**config.mk**
```make
export PLATFORM = sky130hd
export DESIGN_NAME = query_patch_loader
export DESIGN_NICKNAME = d
export VERILOG_FILES = /design/src/rtl/query_patch_loader.sv
export SDC_FILE = /design/constraint.sdc
export NUM_CORES = 1
export LEC_CHECK = 0
export CAP_MARGIN = 20
export CORE_MARGIN = 10
export CORE_UTILIZATION = 54
export DETAILED_ROUTE_END_ITERATION = 10
export MAX_ROUTING_LAYER = met4
export PLACE_DENSITY = 0.8
export SYNTH_ARGS = -nofsm -noshare
export SYNTH_HDL_FRONTEND = slang
export SYNTH_SLANG_ARGS = --single-unit
```
**constraint.sdc**
```tcl
create_clock -name clk -period 2.8 [get_ports clk]
set_clock_uncertainty 0.2 [all_clocks]
set_input_delay 0.42 -clock clk [delete_from_list [all_inputs] [get_ports clk]]
set_output_delay 0.42 -clock clk [all_outputs]
set_load 0.005 [all_outputs]
```
**src/rtl/query_patch_loader.sv**
```systemverilog
// query_patch_loader: packs streamed query elements into patch words and writes them to the query memory
module query_patch_loader #(
    parameter int DATA_WIDTH = 11,
    parameter int PATCH_SIZE = 5,
    parameter int ADDR_WIDTH = 9,
    parameter int DEPTH      = 512
) (
    input  logic                             clk,
    input  logic                             rst,
    input  logic                             start,
    input  logic [ADDR_WIDTH:0]              num_patches,
    input  logic                             in_valid,
    input  logic [DATA_WIDTH-1:0]            in_data,
    output logic                             in_ready,
    output logic                             csb0,
    output logic                             web0,
    output logic [ADDR_WIDTH-1:0]            addr0,
    output logic [DATA_WIDTH*PATCH_SIZE-1:0] wpatch0,
    output logic                             busy,
    output logic                             done,
    output logic [ADDR_WIDTH:0]              patch_count
);
    localparam int CW = ADDR_WIDTH + 1;
    localparam int EW = PATCH_SIZE > 1 ? $clog2(PATCH_SIZE) : 1;
    localparam int PW = DATA_WIDTH * PATCH_SIZE;

    typedef enum logic [1:0] {IDLE, LOAD, FLUSH, DONE} state_t;

    state_t          state_q, state_d;
    logic [CW-1:0]   target_q, target_d;
    logic [CW-1:0]   count_q, count_d;
    logic [EW-1:0]   elem_q, elem_d;
    logic [PW-1:0]   patch_q, patch_d;
    logic [ADDR_WIDTH-1:0] addr_q, addr_d;
    logic [PW-1:0]   wpatch_q, wpatch_d;
    logic            wr_d, csb_q, ready_q, busy_q, done_q;

    assign in_ready    = ready_q;
    assign csb0        = csb_q;
    assign web0        = csb_q;
    assign addr0       = addr_q;
    assign wpatch0     = wpatch_q;
    assign busy        = busy_q;
    assign done        = done_q;
    assign patch_count = count_q;

    // Next state, element assembly and write scheduling; count_q doubles as the write address
    always_comb begin
        state_d  = state_q;
        target_d = target_q;
        count_d  = count_q;
        elem_d   = elem_q;
        patch_d  = patch_q;
        addr_d   = addr_q;
        wpatch_d = wpatch_q;
        wr_d     = 1'b0;
        case (state_q)
            IDLE: if (start) begin
                target_d = num_patches > CW'(DEPTH) ? CW'(DEPTH) : num_patches;
                count_d  = '0;
                elem_d   = '0;
                state_d  = num_patches == '0 ? DONE : LOAD;
            end
            LOAD: if (in_valid && ready_q) begin
                patch_d[int'(elem_q)*DATA_WIDTH +: DATA_WIDTH] = in_data;
                elem_d = elem_q + EW'(1);
                if (elem_q == EW'(PATCH_SIZE - 1)) begin
                    elem_d   = '0;
                    wr_d     = 1'b1;
                    addr_d   = count_q[ADDR_WIDTH-1:0];
                    wpatch_d = patch_d;
                    count_d  = count_q + CW'(1);
                    state_d  = (count_q + CW'(1)) == target_q ? FLUSH : LOAD;
                end
            end
            FLUSH: state_d = DONE;
            DONE: state_d = IDLE;
            default: state_d = IDLE;
        endcase
    end

    // State and registered outputs; reset drops any partial patch and a pending write
    always_ff @(posedge clk) begin
        if (rst) begin
            state_q  <= IDLE;
            target_q <= '0;
            count_q  <= '0;
            elem_q   <= '0;
            patch_q  <= '0;
            addr_q   <= '0;
            wpatch_q <= '0;
            csb_q    <= 1'b1;
            ready_q  <= 1'b0;
            busy_q   <= 1'b0;
            done_q   <= 1'b0;
        end else begin
            state_q  <= state_d;
            target_q <= target_d;
            count_q  <= count_d;
            elem_q   <= elem_d;
            patch_q  <= patch_d;
            addr_q   <= addr_d;
            wpatch_q <= wpatch_d;
            csb_q    <= ~wr_d;
            ready_q  <= state_d == LOAD;
            busy_q   <= state_d != IDLE;
            done_q   <= state_d == DONE;
        end
    end
endmodule

```
# Word-level counts from Yosys, hierarchy flattened
# Cells that the tools add are included.
# W data, S select, Z words.
dict set report totals {
  regBits 148
  out_inout_bits 79
  elab_cells 58
}
dict set report op_classes {
  addsub 3
  n_mul 1
  magnitude_cmp 1
  eq_ne 10
  shift 2
  muxes 19
  n_bitwise 1
  reduce_logical 10
}
# cell count
set ops {}
lappend ops {{$bwmux W55} 1}
lappend ops {{$shift A11 B33 Y55 const A} 1}
lappend ops {{$shiftx A11 B33 Y55} 1}
lappend ops {{$mux W10} 4}
lappend ops {{$neg A7 Y33} 1}
lappend ops {{$pmux W10 S2} 1}
lappend ops {{$add A10 B1 Y10 const B} 1}
lappend ops {{$eq A10 B10 Y1} 1}
lappend ops {{$gt A10 B10 Y1 const B} 1}
lappend ops {{$logic_not A10 Y1} 1}
lappend ops {{$mux W2} 5}
lappend ops {{$mux W3} 3}
lappend ops {{$pmux W2 S4} 1}
lappend ops {{$mul A3 B4 Y7 const B} 1}
lappend ops {{$eq A2 B2 Y1 const B} 3}
lappend ops {{$ne A2 B2 Y1 const B} 3}
lappend ops {{$pmux W3 S2} 1}
lappend ops {{$reduce_and A3 Y1} 2}
lappend ops {{$eq A2 B1 Y1 const B} 2}
lappend ops {{$reduce_and A2 Y1} 2}
lappend ops {{$reduce_and A4 Y1} 1}
lappend ops {{$reduce_bool A2 Y1} 2}
lappend ops {{$add A3 B1 Y3 const B} 1}
lappend ops {{$eq A3 B3 Y1 const B} 1}
lappend ops {{other kinds (4)} 6}

# Depth between registers and ports, before layout
dict set report depth {
  ltp_word 7
  mapped_depth 9
  depth_no_buf 8
}

# Least setup slack after synthesis
# Ideal clock, no wire load.
dict set report synth_timing {
  path_kind {reg-to-reg}
  startpoint {register elem_q[0]}
  endpoint {register patch_q[26]}
  setup_time_ns 0.065
  arrival_time_ns 2.192
  setup_slack_ns 0.343
  stages_incl_launch_ff 10
  path_buffers 1
  path_cell_list {dfxtp_1 > inv_1 > ha_1 > ha_1 > nand2b_1 > nor4b_1 > and2_1 > buf_4 > a22oi_1 > nor2_1}
}
dict set report synth_via {
  elab_chain_cells 4
  elab_cells_between_ends 5
}
# element line
set synth_rtl {}
lappend synth_rtl {{from (decl)} 32} ;# logic [EW-1:0] elem_q, elem_d;
lappend synth_rtl {{from (signal assigned)} 100} ;# elem_q <= elem_d;
lappend synth_rtl {{$mul A3 B4 Y7 (*)} 65} ;# patch_d[int'(elem_q)*DATA_WIDTH +: DATA_WIDTH] = in_data;
lappend synth_rtl {{$neg A7 Y33 (*)} 65}
lappend synth_rtl {{$shiftx A11 B33 Y55 / $shift A11 B33 Y55 (equally long branches)} 65}
lappend synth_rtl {{$bwmux W55 (*)} 65}
lappend synth_rtl {{to (signal assigned)} 101} ;# patch_q <= patch_d;
lappend synth_rtl {{to (decl)} 33} ;# logic [PW-1:0] patch_q, patch_d;
# Mark *: on every way between the ends. The rest lies on a longest branch, timed or not.
# A chain may end at the register's enable or synchronous reset.

# Worst setup path after layout
dict set report layout_timing {
  startpoint {register elem_q[1]}
  endpoint {register patch_q[31]}
}
# The elaborated chain is that of the path after synthesis.

==> flow_summary.toml <==
[run_status]
status = "complete, no violations"

[clock_tree]
insertion_delay_ns = 0.42
cts.sinks = 148
cts_tree = "yes"
clk_pin_slew_worst_paths_ns = 0.06
clock-root-buffer = "clkbuf_16"
cts.htree.levels = 4
clockBufferDepth = 2
ctsHoldBuffers = 0
cts_made_buffers = 17

[finish]
multi_input_area_mm2 = 0.00317
seqCellArea_mm2 = 0.00296
fin_nets = 827
diodes = 0
fin_cells = 954
drive_gt1_share_pct = 12.6
fin_util_pct = 68.2
syn_to_final_growth_pct = 24.7
num-fill-cells = 867

[power_and_ir_drop]
powerDensity_mw_per_mm2 = 581
leakage_nw = 2.61
total_power_w = 0.00472
peakVddDrop_mv = 0.487

[detailed_routing]
dr.pass1.iters = 5
num_vias = 5631
vias_per_cell = 5.90
drtAntennaViolNets = 0
remaining_drc_errors = 0
routed_wl_mm = 17.2
wire_per_inst_um = 18.0
drt_iter0_markers = 468

[synth]
synthCells = 728
synthArstFlopShare_pct = 0
ys.flop_type = "dfxtp_1"
yosys_warnings = 0
seq_area_frac_synth_pct = 45.5
synth_seq_cells = 148
synth_fp_nets = 760
synth_cell_type_count = 49
synth_edf_count = 0
syn-cell-area_mm2 = 0.00651
syn_avg_cell_area_um2 = 8.95

[setup_path]
cpLargestDelayFamily = "simple AND/OR/NAND/NOR gates"
worst-endpoint-required_ns = 2.95
startpoint = "elem_q[1]"
cp_num_buf_inv = 1
path_cells = "inv_1, ha_1, ha_1, nand2b_1, nor4b_1, and2_2, a22oi_1, nor2_1"
crit_type = "reg -> reg"
crit_fanout = 11
r2r_setup_slack_ns = 0.25
slowest_stage = "dfxtp_1"
cp_common_cell = "ha_1"
critPathCaptureType = "register"
reg2reg_from = "elem_q[1]"
crit_path_start_kind = "register"
worstPathArrival_ns = 2.70
cp_slowest_stage_delay_ns = 0.44

[global_routing]
grt_usage_pct = 21.1
grt_pass1_vias = 5521
grt-ovfl-total = 0
grt_max_degree = 72
grt_pass1_wl_mm = 27.9
antenna_found_initial = 0

[min_path]
worstHoldStart = "addr0[3]"
min_path_type = "reg -> reg"

[timing]
fin_crit_ns = 2.55
finalSetupTns_ns = 0
finalHoldViolCount = 0
fmax_mhz = 392
finalCritPeriodShare_pct = 91.0
finalMaxSlewViolations = 0
rsz0062_at_grt = "false"
slew_headroom_pct = 49.7
worst_slew_pin_slew_ns = 0.755
finalSetupViolations = 0

[placement]
dp_hpwl_mm = 11.6
dp_cells = 923
routabilityCongestion = 0.873
port_buffers = 103

[floorplanning]
ios = 104
row_count = 40
die_area_mm2 = 0.0169
fp.dieW_um = 130
dieHeight_um = 130
start_util_pct = 54.7
coreArea_mm2 = 0.0119

[run]
cap_violations = 0
==> where the power goes <==
group	leakage [nW]	switching, W	internal, W	total (W)
registers	1.20	0.0000176	0.00213	0.00215
clock network	0.288	0.000843	0.00146	0.00230
logic	1.13	0.000167	0.000101	0.000268
==> metrics by stage <==
step	instance area (um^2)	setup WS, ns	hold WS (ns)
CTS	8120	0.155	0.258
detailed placement	7520	0.0810	0.250
finish	8120	0.251	0.257
floorplan	6520	0.343	0.236
global placement	7520	0.164	0.240
global route	8120	0.0523	0.270
==> layout make-up <==
class	instances	share of cell area (%)
inverters	4	0.185
clock inverters	9	1.57
flip-flops and latches	148	36.5
repair buffers	121	14.6
clock buffers	22	5.84
well taps	147	2.26
multi-input cells	503	39.0
==> metal layers <==
layer | part of all wire, % | GRT usage, % | routed length, um
met2 | 50 | 34.2 | 8510
met1 | 42 | 25.1 | 7140
met4 | 1.9 | 8.00 | 327
met5 | 0 | - | 0
met3 | 7.0 | 4.95 | 1210
==> cell usage in the layout (no fill, tap or decap), types with 22 or more instances in the layout <==
cell / netlist / layout
mux2i_1: 22 / 22
a211oi_1: 27 / 27
a211oi_2: 41 / 41
nor2_1: 112 / 112
a22oi_1: 33 / 33
nand2_1: 82 / 82
a21oi_1: 58 / 58
clkdlybuf4s50_1: 0 / 102
dfxtp_1: 148 / 148
==> cell usage after synthesis, types with 10 or more instances <==
cell | count | area (um^2)
a21oi_1 | 58 | 290
nor3_1 | 16 | 80.1
a211oi_1 | 27 | 203
nand2_1 | 82 | 308
mux2i_1 | 22 | 220
clkbuf_1 | 40 | 150
dfxtp_1 | 148 | 2960
nor2_1 | 112 | 420
nand3b_1 | 13 | 97.6
a22oi_1 | 33 | 248
buf_2 | 19 | 95.1
a211oi_2 | 41 | 513
nand3_1 | 10 | 50.1
o21ai_0 | 11 | 55.1
a221oi_1 | 11 | 96.3
==> path summary, 6_finish.rpt <==
path,end,cells past startpoint
worst max-delay path,patch_q[31],8
worst min-delay path,addr0[3],2
worst max register to register,patch_q[31],8
worst min register to register,addr0[3],2
==> sequential cells by signal, summed over array words and instances (netlist names) <==
signal	flops
target_q	10
elem_q	3
state_q	2
in_ready	1
done	1
busy	1
patch_count	10
wpatch0	55
addr0	9
csb0	1
patch_q	55
==> kinds of logic after synthesis <==
kind of cell / after synthesis / synth area share (%)
adder cells (fa/ha/maj): 7 / 1.34
flip-flops: 148 / 45.5
AO/OA/AOI/OAI: 187 / 22.4
multiplexers: 23 / 3.55
AND/OR/NAND/NOR: 274 / 19.7
buffers and inverters: 77 / 5.95
XOR/XNOR: 12 / 1.61
==> worst register-to-register path, stage by stage, from the launching register on <==
cell,delay [ns]
dfxtp_1,0.44
inv_1,0.11
ha_1,0.21
ha_1,0.37
nand2b_1,0.20
nor4b_1,0.35
and2_2,0.36
a22oi_1,0.13
nor2_1,0.11
==> what timing repair did <==
item                                    in CTS  in global routing
endpoints found under the setup margin       0                 11
endpoints found under the hold margin        0                  0
resized for setup                            0                  1
setup buffers                                0                  0
(Power assumes the default switching activity.)
